**src/rtl/led_pkg.sv**
```systemverilog
// rtl/led_pkg.sv - shared mode encoding for the LED pattern bank
package led_pkg;

    localparam int MODE_W = 2;

    localparam logic [MODE_W-1:0] MODE_OFF   = 2'd0;
    localparam logic [MODE_W-1:0] MODE_ON    = 2'd1;
    localparam logic [MODE_W-1:0] MODE_BLINK = 2'd2;
    localparam logic [MODE_W-1:0] MODE_PWM   = 2'd3;

endpackage

```
**src/rtl/led_channel.sv**
```systemverilog
// rtl/led_channel.sv - one LED channel: mode/period regs, tick counter, lit decode
// LED_PWM_EN adds the duty register and PWM decode; otherwise mode 11 acts as ON.
module led_channel
    import led_pkg::*;
#(
    parameter int                PER_W      = 16,
    parameter logic [MODE_W-1:0] RST_MODE   = MODE_OFF,
    parameter int                RST_PERIOD = 0
) (
    input  logic              clk,
    input  logic              rst_n,
    input  logic              tick,
    input  logic              wr_en,
    input  logic [MODE_W-1:0] cfg_mode,
    input  logic [PER_W-1:0]  cfg_period,
    input  logic [PER_W-1:0]  cfg_duty,
    output logic              lit
);

    logic [MODE_W-1:0] mode;
    logic [PER_W-1:0]  period;
    logic [PER_W-1:0]  cnt;
    logic [PER_W-1:0]  p_eff;
    logic [PER_W-1:0]  cnt_last;
    logic              counting;
    logic              pwm_lit;

    always_comb begin
        p_eff    = (period == '0) ? PER_W'(1) : period;
        cnt_last = p_eff - PER_W'(1);
        counting = (mode == MODE_BLINK);
`ifdef LED_PWM_EN
        counting = counting || (mode == MODE_PWM);
`endif
    end

    // A write wins over a coincident tick, so the counter restarts cleanly at 0.
    always_ff @(posedge clk or negedge rst_n) begin
        if (!rst_n) begin
            mode   <= RST_MODE;
            period <= PER_W'(RST_PERIOD);
            cnt    <= '0;
        end else if (wr_en) begin
            mode   <= cfg_mode;
            period <= cfg_period;
            cnt    <= '0;
        end else if (!counting) begin
            cnt <= '0;
        end else if (tick) begin
            cnt <= (cnt >= cnt_last) ? '0 : cnt + PER_W'(1);
        end
    end

`ifdef LED_PWM_EN
    logic [PER_W-1:0] duty;

    always_ff @(posedge clk or negedge rst_n) begin
        if (!rst_n) begin
            duty <= '0;
        end else if (wr_en) begin
            duty <= cfg_duty;
        end
    end

    assign pwm_lit = (cnt < duty);
`else
    logic unused_duty;
    assign unused_duty = ^cfg_duty;
    assign pwm_lit     = 1'b1;
`endif

    always_comb begin
        lit = 1'b0;
        case (mode)
            MODE_OFF:   lit = 1'b0;
            MODE_ON:    lit = 1'b1;
            MODE_BLINK: lit = (cnt < (p_eff >> 1));
            default:    lit = pwm_lit;
        endcase
    end

endmodule

```
**src/rtl/led_pattern_bank.sv**
```systemverilog
// rtl/led_pattern_bank.sv - N_CH LED pattern generator with valid/ready config port
// Optional PWM mode and duty registers are enabled by defining LED_PWM_EN.
module led_pattern_bank
    import led_pkg::*;
#(
    parameter  int N_CH       = 12,
    parameter  int PER_W      = 16,
    parameter  int PRESCALE   = 50000,
    parameter  int DEF_PERIOD = 500,
    parameter  int ACT_LOW    = 1,
    localparam int CH_W       = (N_CH > 1) ? $clog2(N_CH) : 1
) (
    input  logic              clk,
    input  logic              rst_n,
    input  logic              cfg_valid,
    output logic              cfg_ready,
    input  logic [CH_W-1:0]   cfg_ch,
    input  logic [MODE_W-1:0] cfg_mode,
    input  logic [PER_W-1:0]  cfg_period,
    input  logic [PER_W-1:0]  cfg_duty,
    output logic              cfg_err,
    output logic [N_CH-1:0]   led
);

    localparam int              PS_W  = (PRESCALE > 1) ? $clog2(PRESCALE) : 1;
    localparam logic [N_CH-1:0] UNLIT = (ACT_LOW != 0) ? {N_CH{1'b1}} : {N_CH{1'b0}};

    logic [PS_W-1:0] presc;
    logic            tick;
    logic            accept;
    logic            ch_ok;
    logic [N_CH-1:0] wr_en;
    logic [N_CH-1:0] lit;

    assign tick   = (presc == PS_W'(PRESCALE - 1));
    assign accept = cfg_valid && cfg_ready;
    assign ch_ok  = (int'(cfg_ch) < N_CH);

    always_ff @(posedge clk or negedge rst_n) begin
        if (!rst_n) begin
            presc <= '0;
        end else begin
            presc <= tick ? '0 : presc + PS_W'(1);
        end
    end

    // Ready drops for the apply cycle following every accepted write.
    always_ff @(posedge clk or negedge rst_n) begin
        if (!rst_n) begin
            cfg_ready <= 1'b0;
            cfg_err   <= 1'b0;
            led       <= UNLIT;
        end else begin
            cfg_ready <= !accept;
            cfg_err   <= accept && !ch_ok;
            led       <= lit ^ UNLIT;
        end
    end

    for (genvar i = 0; i < N_CH; i++) begin : gen_ch
        assign wr_en[i] = accept && ch_ok && (int'(cfg_ch) == i);

        led_channel #(
            .PER_W      (PER_W),
            .RST_MODE   ((i == 0) ? MODE_BLINK : MODE_OFF),
            .RST_PERIOD ((i == 0) ? DEF_PERIOD : 0)
        ) u_ch (
            .clk        (clk),
            .rst_n      (rst_n),
            .tick       (tick),
            .wr_en      (wr_en[i]),
            .cfg_mode   (cfg_mode),
            .cfg_period (cfg_period),
            .cfg_duty   (cfg_duty),
            .lit        (lit[i])
        );
    end

endmodule

```
**config.mk**
```make
export PLATFORM = sky130hd
export DESIGN_NAME = led_pattern_bank
export DESIGN_NICKNAME = d
export VERILOG_FILES = /design/src/rtl/led_pkg.sv /design/src/rtl/led_channel.sv /design/src/rtl/led_pattern_bank.sv
export SDC_FILE = /design/constraint.sdc
export NUM_CORES = 1
export LEC_CHECK = 0
export BUFFER_PORTS_ARGS = -buffer_cell sky130_fd_sc_hd__buf_2
export CAP_MARGIN = 20
export CORE_MARGIN = 1.5
export CORE_UTILIZATION = 43
export DETAILED_ROUTE_END_ITERATION = 10
export HOLD_SLACK_MARGIN = 0.02
export PLACE_DENSITY_LB_ADDON = 0.1
export RECOVER_POWER = 100
export SLEW_MARGIN = 10
export SYNTH_ARGS = -nofsm -noshare
export SYNTH_HDL_FRONTEND = slang
export SYNTH_SLANG_ARGS = --single-unit
```
**constraint.sdc**
```tcl
create_clock -name clk -period 4.07 [get_ports clk]
set_input_delay 0.6105 -clock clk [delete_from_list [all_inputs] [get_ports clk]]
set_output_delay 0.6105 -clock clk [all_outputs]
set_load 0.05 [all_outputs]
```
# Word-level counts from Yosys, hierarchy flattened
# Index checks and enable logic that the tools add are counted.
word_totals:
  regBits: 438
  input_bits: 41
  out_inout_bits: 14
  elab_cells: 242
classes:
  mux: 73
  order_cmp: 25
  n_addsub: 25
  bitwise_logic: 1
  n_reduce_logical: 42
  eq_ne: 36
op_table:
  columns: ["op", "n"]
  rows:
  - ["$mux 16", 61]
  - ["$add 16x1->16 const B", 13]
  - ["$ge 16x16->1", 12]
  - ["$logic_not 16->1", 12]
  - ["$lt 16x15->1", 12]
  - ["$sub 16x1->16 const B", 12]
  - ["$ne 3x2->1 const B", 12]
  - ["$eq 4x4->1 const B", 8]
  - ["$eq 2x2->1 const B", 12]
  - ["$logic_not 2->1", 12]
  - ["$pmux 1 s2", 12]
  - ["$eq 16x16->1 const B", 1]
  - ["$logic_and 1x1->1", 15]
  - ["$not 12->12", 1]
  - ["$eq 4x3->1 const B", 2]
  - ["$eq 4x2->1 const B", 1]
  - ["$logic_not 4->1", 1]
  - ["$lt 4x4->1 const B", 1]
  - ["$logic_not 1->1", 2]

# Depth between registers and ports, before layout
logic_depth:
  word_depth: 8
  mapped_depth: 19
  mapped_depth_nobuf: 17

# Cells and area by module
# A second synthesis with hierarchy kept.
unflattened:
  hier_cells: 3485
  hier_area_um2: 31554.0
by_module_without_submodules:
  columns: ["mod", "area_per_inst_um2", "cells_per_inst", "seq_area_each_um2", "instances"]
  rows:
  - ["led_channel (gen_ch[1].u_ch ...)", 2497.4, 283, 850.8, 7]
  - ["led_channel (gen_ch[10].u_ch ...)", 2562.5, 274, 850.8, 2]
  - ["led_channel (gen_ch[0].u_ch)", 2571.2, 274, 859.6, 1]
  - ["led_channel (gen_ch[3].u_ch)", 2557.5, 277, 850.8, 1]
  - ["led_channel (gen_ch[11].u_ch)", 2527.4, 286, 850.8, 1]
  - ["led_pattern_bank", 1291.2, 119, 765.7, 1]

# Worst setup path before layout
# OpenSTA, ideal clock, no wires.
synth_timing:
  path_kind: "reg2reg"
  start: "register gen_ch[0].u_ch.period[5]"
  end: "register gen_ch[0].u_ch.cnt[10]"
  required_time_ps: 3952
  path_buffers: 1
  stages_incl_launch_ff: 19
  arrival_ps: 4380
  setup_ps: 118
  path_slack_ps: -428
  synth_period_minus_slack_ps: 4498
  path_cell_list: "dfstp_2 or4_1 or3_1 or4_1 nand2b_1 nor4_1 nor2_1 ha_1 nand3_1 nor3_1 xnor2_1 ha_1 o211ai_1 or3_1 o211a_1 o21ai_1 clkbuf_1 a21oi_1 a21o_1"
synth_between:
  elab_chain_cells: 8
synth_rtl:
  columns: ["item", "line_no", "text"]
  rows:
  - ["start: declaration", "led_channel.sv:21", "logic [PER_W-1:0] period;"]
  - ["start signal: assignment", "led_channel.sv:41", "period <= PER_W'(RST_PERIOD);"]
  - ["start signal: assignment", "led_channel.sv:45", "period <= cfg_period;"]
  - ["$logic_not 16->1", "led_channel.sv:29", "p_eff = (period == '0) ? PER_W'(1) : period;"]
  - ["$mux 16 *", "led_channel.sv:29", null]
  - ["$sub 16x1->16 *", "led_channel.sv:30", "cnt_last = p_eff - PER_W'(1);"]
  - ["$ge 16x16->1 *", "led_channel.sv:50", "cnt <= (cnt >= cnt_last) ? '0 : cnt + PER_W'(1);"]
  - ["$mux 16 *", "led_channel.sv:50", null]
  - ["$mux 16 *", "led_channel.sv:49", "end else if (tick) begin"]
  - ["$mux 16 *", "led_channel.sv:47", "end else if (!counting) begin"]
  - ["$mux 16 *", "led_channel.sv:43", "end else if (wr_en) begin"]
  - ["end signal: assignment", "led_channel.sv:50", null]
  - ["end: declaration", "led_channel.sv:22", "logic [PER_W-1:0] cnt;"]
# Every way passes the cells marked *; elsewhere a longest branch is shown, timed or not. The select of a mux whose other input is x is not followed.
# A chain may end at the register's enable or synchronous reset.

# Worst setup path after layout
layout_timing:
  start: "register gen_ch[0].u_ch.period[5]"
  end: "register gen_ch[0].u_ch.cnt[14]"
# Same word-level chain as after synthesis.

==> impl_metrics.sql <==
INSERT INTO impl_metrics (metric_group, metric, value, unit) VALUES
('final_layout', 'finalNetCount', '4115', ''),
('pwr', 'total_leakage_power', '17.43', 'nW'),
('place', 'numPortBuffers', '38', ''),
('place', 'placedInstanceArea', '33830', 'sq um'),
('routing', 'top_signal_layer_used', 'met5', ''),
('timing', 'max_clock_freq', '236.3', 'MHz'),
('yosys', 'seq_area_frac_synth', '0.3527', ''),
('timing', 'fin_skew', '0.01697', 'ns'),
('final_layout', 'drive_above_1_share', '0.1976', ''),
('cts', 'h_tree_level_count', '2', ''),
('yosys', 'syn-cell-area', '31150', 'sq um'),
('timing', 'worst_slew_margin_rel', '-0.5241', ''),
('pwr', 'power_density', '430.0', 'nW/um^2'),
('yosys', 'synth_top_family_by_area', 'simple AND/OR/NAND/NOR gates', ''),
('final_layout', 'synthToLayoutAreaGrowth', '20.52', '%'),
('routing', 'met1_routed_length', '40510', 'microns'),
('setup_path', 'worst_r2r_endpoint', 'gen_ch[0].u_ch.cnt[14]$_DFFE_PN0P_', ''),
('routing', 'route.detailed.drc', '0', ''),
('final_layout', 'stdcell_area', '37540', 'sq um'),
('yosys', 'synth.mux.area_fraction', '0.04323', ''),
('status', 'result_of_the_run', 'complete, but fails checks', ''),
('timing', 'grt_setup_unrepaired', 'yes', ''),
('final_layout', 'commonest_cells_after_routing_fill_and_taps_aside', 'sky130_fd_sc_hd__dfrtp_1, sky130_fd_sc_hd__ha_1, sky130_fd_sc_hd__nand2_1', ''),
('yosys', 'adder_and_majority_cell_fraction_of_the_synthesized_area', '0.1547', ''),
('setup_path', 'arrival', '4.76', 'ns'),
('yosys', 'mappedNetlistNets', '3871', ''),
('cts', 'cts_buffer_count', '54', ''),
('floorplan', 'top_level_ports', '55', ''),
('timing', 'finalWorstPathRequiredPeriod', '4.233', 'ns'),
('global_route', 'groute.usage.overall', '0.2378', ''),
('setup_path', 'rr_startpoint', 'gen_ch[0].u_ch.period[5]$_DFFE_PN1P_', ''),
('setup_path', 'critical_path_start_type', 'flip-flop', ''),
('floorplan', 'chipWidth', '272.1', 'microns'),
('global_route', 'grt_start_max_net_pins', '85', ''),
('yosys', 'yosys_most_used_dff', 'sky130_fd_sc_hd__dfrtp_1', ''),
('setup_path', 'cp.buffers_inverters', '2', ''),
('floorplan', 'design.core.area', '71610', 'sq um'),
('flow_run', 'drv.max_cap_violation_count', '4', ''),
('setup_path', 'critical-path-slowest-cell', 'sky130_fd_sc_hd__or4_4', ''),
('place', 'post-dp-hpwl', '62240', 'microns'),
('yosys', 'synth.top_cells.by_area', 'sky130_fd_sc_hd__dfrtp_1, sky130_fd_sc_hd__ha_1, sky130_fd_sc_hd__xnor2_1', ''),
('pwr', 'vdd_ir_drop_max', '344.5', 'uV'),
('status', 'failing_checks', 'capacitance limit, slew limit, setup timing', ''),
('routing', 'dr_wl_met2', '42570', 'microns'),
('timing', 'finalMaxSlewViolations', '280', ''),
('setup_path', 'critical_path.cell_chain', 'or4_4 > or3_4 > or4_4 > nand2b_4 > nor4_4 > nor2_2 > ha_2 > nand3_4 > buf_12 > nor3_2 > xnor2_1 > ha_1 > and3_4 > o21ai_2 > nor4b_4 > buf_4 > o21ai_4 > or3_1 > o211ai_1', ''),
('timing', 'post-route-worst-setup-slack', '-0.1626', 'ns'),
('final_layout', 'nFillCells', '6615', ''),
('setup_path', 'critical_path.endpoint_type', 'flip-flop', ''),
('timing', 'min_period_over_period', '1.040', ''),
('timing', 'final-setup-viol-count', '63', ''),
('yosys', 'synth_top_area_frac', '0.3366', ''),
('cts', 'cts_root_cell', 'sky130_fd_sc_hd__clkbuf_16', ''),
('global_route', 'antenna_found_initial', '8', ''),
('yosys', 'synthSimpleGateAreaFrac', '0.1977', ''),
('cts', 'cts_hold_repair.buffers', '0', ''),
('yosys', 'ys_ff_latch', '438', ''),
('global_route', 'number_of_global_route_vias_before_repair', '27120', ''),
('yosys', 'post_synth_num_cell_types', '75', ''),
('floorplan', 'dieArea', '74060', 'sq um'),
('global_route', 'first_pass_grt_wire_length', '142500', 'microns'),
('cts', 'tritoncts_clock_tree', 'yes', ''),
('setup_path', 'crit_path_max_fanout', '5', ''),
('cts', 'clkTransAtPathRegs', '0.06', 'ns'),
('cts', 'clk-insertion-delay-late', '0.62', 'ns'),
('cts', 'clock_sink_count', '438', ''),
('yosys', 'synthesis.instances', '3445', ''),
('yosys', 'synth_edf_count', '0', ''),
('yosys', 'synth_xor_xnor_area_share', '0.04499', ''),
('yosys', 'ys_warn_count', '0', ''),
('setup_path', 'worstSetupPathDepth', '19', '');
==> final cells by class <==
cell class                      instances  area [sq um]  share of cell area
Multi-Input combinational cell       2668         20270              0.5400
Sequential cell                       438         10980              0.2926
Timing Repair Buffer                  288          2223             0.05923
Clock buffer                           79          1619             0.04313
Tap cell                              950          1189             0.03167
Inverter                              239         897.1             0.02390
Clock inverter                         22         347.8            0.009266
Antenna cell                            2         5.005           0.0001333
==> sequential cells by signal, indices dropped and copies added (netlist names) <==
name,flops
cfg_ready,1
led,12
cfg_err,1
gen_ch.u_ch.cnt,192
gen_ch.u_ch.mode,24
presc,16
gen_ch.u_ch.period,192
==> synthesized netlist by cell type (all sizes together) (14+ instances only) <==
library cell / count
dfrtp: 419
ha: 385
nand2: 332
o21ai: 252
inv: 239
nor2: 203
xnor2: 147
nand3: 144
a21oi: 124
a21o: 108
mux2: 108
nor3: 106
clkbuf: 86
nand4: 68
and3: 66
nor4: 63
nand2b: 45
a22o: 44
or3: 40
a211oi: 34
o211ai: 30
o21a: 25
and2: 23
nor2b: 22
a2111oi: 21
nor3b: 21
or4: 20
dfstp: 19
a31oi: 18
or2: 17
buf: 16
nand4b: 16
a211o: 15
o22ai: 14
o31ai: 14
==> kinds of logic after synthesis <==
logic type               Yosys count
AND/OR/NAND/NOR                 1218
AO/OA/AOI/OAI                    782
flip-flops                       438
adder cells (fa/ha/maj)          385
buffers and inverters            341
XOR/XNOR                         160
multiplexers                     121
==> power breakdown <==
group	switching (mW)	internal (mW)	total, mW	leakage, nW
Combinational	2.91	2.36	5.27	10.8
Sequential	0.568	4.98	5.54	5.64
Clock	2.06	3.27	5.33	0.954
Total	5.53	10.6	16.1	17.4
==> worst register-to-register path, cell delays in order, from the launching register on <==
cell and delay (ns):
sky130_fd_sc_hd__dfstp_2 0.36, sky130_fd_sc_hd__or4_4 0.52, sky130_fd_sc_hd__or3_4 0.34, sky130_fd_sc_hd__or4_4 0.42, sky130_fd_sc_hd__nand2b_4 0.17, sky130_fd_sc_hd__nor4_4 0.18
sky130_fd_sc_hd__nor2_2 0.08, sky130_fd_sc_hd__ha_2 0.20, sky130_fd_sc_hd__nand3_4 0.09, sky130_fd_sc_hd__buf_12 0.11, sky130_fd_sc_hd__nor3_2 0.03, sky130_fd_sc_hd__xnor2_1 0.14
sky130_fd_sc_hd__ha_1 0.35, sky130_fd_sc_hd__and3_4 0.17, sky130_fd_sc_hd__o21ai_2 0.14, sky130_fd_sc_hd__nor4b_4 0.20, sky130_fd_sc_hd__buf_4 0.15, sky130_fd_sc_hd__o21ai_4 0.07
sky130_fd_sc_hd__or3_1 0.32, sky130_fd_sc_hd__o211ai_1 0.10
==> layer usage <==
layer | global-route usage | vias to the layer above
li1 | - | 13100
met1 | 0.3116 | 13120
met2 | 0.4058 | 476
met3 | 0.02557 | 167
met4 | 0.08509 | 4
met5 | 0 | -
==> stage by stage <==
stage / total power [mW] / worst slack [ns] / hold WS, ns / cells
2_1_floorplan: 8.656 / -0.09438 / 0.3149 / 3445
3_3_place_gp: 10.14 / -0.2990 / 0.4413 / 4516
3_5_place_dp: 10.34 / -0.3462 / 0.4520 / 4516
4_1_cts: 16.01 / -0.1422 / 0.03437 / 4651
5_1_grt: 17.15 / -0.3466 / 0.3058 / 4684
6_report: 16.14 / -0.1626 / 0.3019 / 4686
==> worst max path at each step <==
stage | to | startpoint
after global placement | gen_ch[0].u_ch.cnt[11]$_DFFE_PN0P_ | gen_ch[0].u_ch.period[5]$_DFFE_PN1P_
after detailed placement | gen_ch[0].u_ch.cnt[10]$_DFFE_PN0P_ | gen_ch[0].u_ch.period[5]$_DFFE_PN1P_
after CTS | gen_ch[0].u_ch.cnt[10]$_DFFE_PN0P_ | gen_ch[0].u_ch.period[5]$_DFFE_PN1P_
after floorplan | gen_ch[0].u_ch.cnt[11]$_DFFE_PN0P_ | gen_ch[0].u_ch.period[5]$_DFFE_PN1P_
after global routing | gen_ch[0].u_ch.cnt[14]$_DFFE_PN0P_ | gen_ch[0].u_ch.period[5]$_DFFE_PN1P_
final | gen_ch[0].u_ch.cnt[14]$_DFFE_PN0P_ | gen_ch[0].u_ch.period[5]$_DFFE_PN1P_
==> what timing repair did <==
action	4_1_cts	5_1_grt
pin swaps	68	122
gates cloned	5	4
resized for setup	143	211
setup endpoints to repair	130	187
setup buffers	29	28
No activity file was read; power rests on OpenSTA's default activity.
